==> config.mk <==
export PLATFORM = sky130hd
export DESIGN_NAME = adder_feeder
export DESIGN_NICKNAME = d
export VERILOG_FILES = /design/src/rtl/adder_feeder.sv
export SDC_FILE = /design/constraint.sdc
export NUM_CORES = 2
export LEC_CHECK = 0
export ABC_AREA = 1
export BUFFER_PORTS_ARGS = -buffer_cell sky130_fd_sc_hd__buf_2
export CORE_MARGIN = 4
export CORE_UTILIZATION = 30
export CTS_CLUSTER_SIZE = 25
export DETAILED_ROUTE_END_ITERATION = 16
export SYNTH_ARGS = -nofsm -noshare
export SYNTH_HDL_FRONTEND = slang
export SYNTH_SLANG_ARGS = --single-unit
==> constraint.sdc <==
create_clock -name clk -period 8.29 [get_ports clk]
set_input_delay 0.829 -clock clk [delete_from_list [all_inputs] [get_ports clk]]
set_output_delay 0.829 -clock clk [all_outputs]
set_load 0.02 [all_outputs]
==> src/rtl/adder_feeder.sv <==
// rtl/adder_feeder.sv - operand FIFO driving the adder's AXI-stream input, with framing and beat/txn counters
module adder_feeder #(
    parameter int DATAW      = 128,
    parameter int AXIS_DATAW = 512,
    parameter int FIFO_DEPTH = 16
) (
    input  logic                  clk,
    input  logic                  rst,
    input  logic                  client_valid,
    input  logic [DATAW-1:0]      client_data,
    input  logic                  client_last,
    output logic                  client_ready,
    output logic                  axis_adder_interface_tvalid,
    output logic                  axis_adder_interface_tlast,
    output logic [AXIS_DATAW-1:0] axis_adder_interface_tdata,
    input  logic                  axis_adder_interface_tready,
    output logic                  in_transaction,
    output logic [15:0]           beat_count,
    output logic [15:0]           txn_count
);

    localparam int PW = $clog2(FIFO_DEPTH);
    localparam int CW = PW + 1;

    typedef enum logic {
        IDLE = 1'b0,
        BUSY = 1'b1
    } state_t;

    // Each entry holds {last, data}
    logic [DATAW:0]  mem_q [FIFO_DEPTH];
    logic [PW-1:0]   rd_ptr_q, rd_ptr_d;
    logic [PW-1:0]   wr_ptr_q, wr_ptr_d;
    logic [CW-1:0]   count_q, count_d;
    state_t          state_q;
    logic [15:0]     beat_count_q, txn_count_q;

    logic            push;
    logic            pop;
    logic [DATAW:0]  head;
    logic            head_last;

    assign head      = mem_q[rd_ptr_q];
    assign head_last = head[DATAW];

    // Ready depends only on stored occupancy; rst gating keeps it low while reset is held
    assign client_ready = !rst && (count_q != CW'(FIFO_DEPTH));
    assign axis_adder_interface_tvalid = (count_q != '0);
    assign push = client_valid && client_ready;
    assign pop  = axis_adder_interface_tvalid && axis_adder_interface_tready;

    // Output beat: head zero-extended, gated so stale memory never shows while empty
    always_comb begin
        axis_adder_interface_tdata = '0;
        axis_adder_interface_tlast = 1'b0;
        if (axis_adder_interface_tvalid) begin
            axis_adder_interface_tdata[DATAW-1:0] = head[DATAW-1:0];
            axis_adder_interface_tlast            = head_last;
        end
    end

    // Next-state for pointers and occupancy
    always_comb begin
        rd_ptr_d = pop  ? rd_ptr_q + PW'(1) : rd_ptr_q;
        wr_ptr_d = push ? wr_ptr_q + PW'(1) : wr_ptr_q;
        count_d  = count_q;
        case ({push, pop})
            2'b10:   count_d = count_q + CW'(1);
            2'b01:   count_d = count_q - CW'(1);
            default: count_d = count_q;
        endcase
    end

    // FIFO pointer and occupancy registers
    always_ff @(posedge clk) begin
        if (rst) begin
            rd_ptr_q <= '0;
            wr_ptr_q <= '0;
            count_q  <= '0;
        end else begin
            rd_ptr_q <= rd_ptr_d;
            wr_ptr_q <= wr_ptr_d;
            count_q  <= count_d;
        end
    end

    // FIFO storage; contents need no reset since occupancy gates visibility
    always_ff @(posedge clk) begin
        if (push) begin
            mem_q[wr_ptr_q] <= {client_last, client_data};
        end
    end

    // Framing state: BUSY between the first beat of a transaction and its tlast beat
    always_ff @(posedge clk) begin
        if (rst) begin
            state_q <= IDLE;
        end else if (pop) begin
            case (state_q)
                IDLE:    state_q <= head_last ? IDLE : BUSY;
                BUSY:    state_q <= head_last ? IDLE : BUSY;
                default: state_q <= IDLE;
            endcase
        end
    end

    assign in_transaction = (state_q == BUSY);

    // Beat and transaction counters, free-running with natural 16-bit wrap
    always_ff @(posedge clk) begin
        if (rst) begin
            beat_count_q <= '0;
            txn_count_q  <= '0;
        end else if (pop) begin
            beat_count_q <= beat_count_q + 16'd1;
            if (head_last) begin
                txn_count_q <= txn_count_q + 16'd1;
            end
        end
    end

    assign beat_count = beat_count_q;
    assign txn_count  = txn_count_q;

endmodule

==> metrics.md <==
| Metric | Value |
|---|---|
| First-pass DRT Iterations | `5` |
| Synth Area in Adders | `0.1592%` |
| Peak supply drop | `~0.23 mV` |
| Hold Path Depth | `2` |
| Final hold vios | `0` |
| Buffers and inverters on the worst path | `4` |
| Final worst path period share | `65.38%` |
| DR top layer | `met5` |
| First-pass GRT wire length | `between 300,000 and 400,000 um` |
| Sequential group share of total power | `around 41%` |
| Synth Area in Compound Gates | `between 10 and 15%` |
| YS warnings | `0` |
| Mean Syn Cell Area | `12.75 um2` |
| Hold Path Sink | `beat_count[4]` |
| Pin count of the biggest net entering global routing | `roughly 240` |
| Combinational share of power | `26.4%` |
| Net switching power | `9.806 mW` |
| Height of the die | `approximately 540 um` |
| Main flop type after synthesis | `edfxtp_1` |
| Core box area | `about 0.29 mm2` |
| Die Wd | `between 500 and 600 um` |
| Outcome | `finished clean` |
| Crit start category | `flip-flop` |
| Clock Sinks | `2,114` |
| Synthesized instance count | `between 6,000 and 7,000` |
| Slew margin rel. | `22.09%` |
| Met3 WL post-DR | `about 17,000 um` |
| Slowest cell on crit path | `buf_4` |
| Simple-gate area share of the yosys netlist | `approximately 8.7%` |
| Clock tree root driver cell | `clkbuf_16` |
| CTS tree | `done` |
| RR Endpoint | `mem_q[3][81]` |
| Vias | `53,910` |
| Initial antenna violation count | `~70` |
| Register area share after synthesis | `72.84%` |
| CTS resizes | `0` |
| Worst-path maximum fanout | `a little over 100` |
| Wire length on met1 | `~95,000 um` |
| Yosys reg bits | `around 2,100` |
| Top-area cell type share of the netlist area | `71.68%` |
| Max frequency | `~180 MHz` |
| FF-to-FF path depth | `10` |
| Hold slack | `around 330 ps` |
| Post-CTS Setup Inserts | `0` |
| Main combinational cell family by area after synthesis | `compound AO/OA/AOI/OAI gates` |
| Worst-path clk slew | `~60 ps` |
| Grt ovf | `0` |
| DRC viols | `0` |
| Setup TNS Final | `0 ps` |
| CTS Hold Buffers Added | `0` |
| Most common cell after layout, fill and taps aside | `edfxtp_1` |
| Clock share of power | `about 33%` |
| Clk buf depth | `4` |
| Fill cells | `roughly 27,000` |
| Post-synth EDFFs | `between 2,000 and 2,500` |
| Min-delay worst type | `input port to flip-flop` |
| Pwr/cell area | `approximately 300 mW/mm2` |
| Worst Tran Pin Value | `about 1200 ps` |
| Met2 wire len | `roughly 110,000 um` |
| Max-cap violation count | `0` |
| Critical path arrival | `4590 ps` |
| CP Capture Type | `primary output` |
| Die ar. | `~0.30 mm2` |
| Reg2reg start | `count_q[0]` |
| Clk_lat worst skew | `about 880 ps` |
| WS Path Type | `flip-flop to primary output` |
| Detailed Route WL | `231,500 um` |
| Hold_sp | `rst` |
| Netlist Area Pre-Place | `between 0.08 and 0.09 mm2` |
| Critical Path Max Stage Delay | `880 ps` |
| Commonest cells after routing, fill and taps aside | `2,064 x edfxtp_1, 1,578 x nor2_1, 809 x o21ai_0` |
| Area leader, netlist | `edfxtp_1` |
| Area grow syn2layout | `12.27%` |
| PnR worst setup slack | `about 2900 ps` |
| Most used cell, CP | `buf_4` |
| Share of cells above drive strength 1 | `between 10% and 20%` |
| I/O Pins | `681` |
| Leakage | `31.41 nW` |
| Int Power | `about 19 mW` |
| # rows | `approximately 200` |
| Initial Utilization | `between 30% and 40%` |
| RSZ-0062 raised after global routing | `no` |
| Crit-path leading delay family | `buffers and inverters` |
| Final antenna-violating net count | `0` |
| Worst Path Required | `about 7500 ps` |
| Reg2reg setup slack | `4490 ps` |
| Final Max Tran Viols | `0` |
| Post-Place Worst Slack | `between 3000 and 4000 ps` |
| Synth cell types | `35` |
| DR vias/cell | `between 4 and 5` |
| CP Cell Sequence | `buf_4, buf_4, buf_4, nor2_1, nor2_1, o21ai_0, o211ai_1, nand3_1, a21oi_1, buf_2` |
| Gp weighted congestion | `between 0.7 and 0.8` |
| Nets | `around 7,100` |
| Final setup vio count | `0` |
| HPWL Detailed | `118,800 um` |
| CTS Buf Count | `approximately 220` |
| Synth area leaders | `edfxtp_1 72%, nor2_1 6.9%, o21ai_0 4.7%` |
| IO Port Bufs | `296` |
| Multiplexer share of the synthesized area | `0%` |
| Vias in the first global route | `about 50,000` |
| Async SR Flop Fraction | `0%` |
| CTS HTree Levels | `4` |
| DR WL/cell | `about 21 um` |
| Synth Area in XOR/XNOR | `less than 1%` |
| Setup Skew | `96.47 ps` |
| Net Sw Frac | `between 30 and 40%` |
| Fin crit period | `5420 ps` |
| Initial detailed-routing violation count | `5,072` |
| GR Util All Layers | `around 15%` |
## Yosys cell counts, types with 8 or more instances
master and count:
nor3_1 10, nor2_1 1594, nand2_1 102, buf_2 83
clkbuf_1 266, edfxtp_1 2064, xor2_1 8, o21ai_0 809
o21ai_1 341, o221ai_1 17, a21oi_1 146, inv_1 72
o211ai_1 496, buf_1 35, nand3_1 201, dfxtp_1 50
buf_4 419, buf_6 32, ha_1 11
## layer usage
| metal | up-vias | global-route usage (%) |
|---|---|---|
| met1 | 26920 | 19.41 |
| met5 | - | 0 |
| met4 | 22 | 4.353 |
| met3 | 449 | 2.724 |
| li1 | 24340 | - |
| met2 | 2184 | 25.48 |
## flip-flops by register name, indices dropped and copies added, names as in the netlist, named ones only
signal and count:
beat_count 16, count_q 5, in_transaction 1, mem_q 2064, rd_ptr_q 4, txn_count 16
wr_ptr_q 4
## per-stage QoR
stage                     instances  power [mW]  utilization [%]  instance area [um2]
final                         10890       29.11            33.95                97070
after CTS                     10870       29.45            33.93                97030
after detailed placement      10480       19.97            31.53                90160
after global routing          10880       30.60            33.94                97060
after floorplan                7165       17.44                -                87900
after global placement        10480       19.85            31.53                90160
## worst max path at each step
stage	start	to	slack (ps)	cells after the start
after floorplan	rst	mem_q[11][0]	710	7
after global placement	rst	mem_q[3][76]	3580	10
after detailed placement	rst	mem_q[3][70]	3490	10
after CTS	flip-flop	axis_adder_interface_tdata[90]	2840	8
after global routing	flip-flop	axis_adder_interface_tdata[29]	2590	7
final	flip-flop	axis_adder_interface_tdata[77]	2870	10
## power groups by stage
| stage | clock (mW) | combinational, mW | sequential, mW |
|---|---|---|---|
| 6_report | 9.47 | 7.69 | 11.9 |
| 5_1_grt | 10.1 | 8.52 | 12.0 |
| 4_1_cts | 9.68 | 7.82 | 11.9 |
| 3_5_place_dp | 0 | 7.80 | 12.2 |
| 3_3_place_gp | 0 | 7.68 | 12.2 |
| 2_1_floorplan | 0 | 5.27 | 12.2 |
## area by class of cell
type                       count  area (um2)  share of cell area [%]
multi-input combinational   4141       19710                   20.30
inverter                      75       325.3                  0.3351
sequential                  2114       63000                   64.89
timing repair buffer         386        2420                   2.493
clock inverter               118        1159                   1.194
tap                         3762        4707                   4.849
antenna                       17       42.54                 0.04382
clock buffer                 274        5717                   5.889
## cell families (layout without fill, tap and decap cells)
kind of cell	after synthesis	count (layout)
other	1	401
AOI/OAI and AO/OA	1814	1814
DFF	2114	2114
buffers and inverters	910	853
and+or+nand+nor	1924	1924
adders and majority gates	11	11
xor gates and xnor gates	8	8
## worst reg2reg max path, cell delays in order (launching register included)
cell and delay [ps]:
dfxtp_1 410, nor2_1 100, nand3_1 90, nand2_1 50
inv_1 100, nand2_1 170, inv_1 210, nand2_1 290
nor2_4 620, buf_4 600, buf_4 720
(Power assumes the default switching activity.)
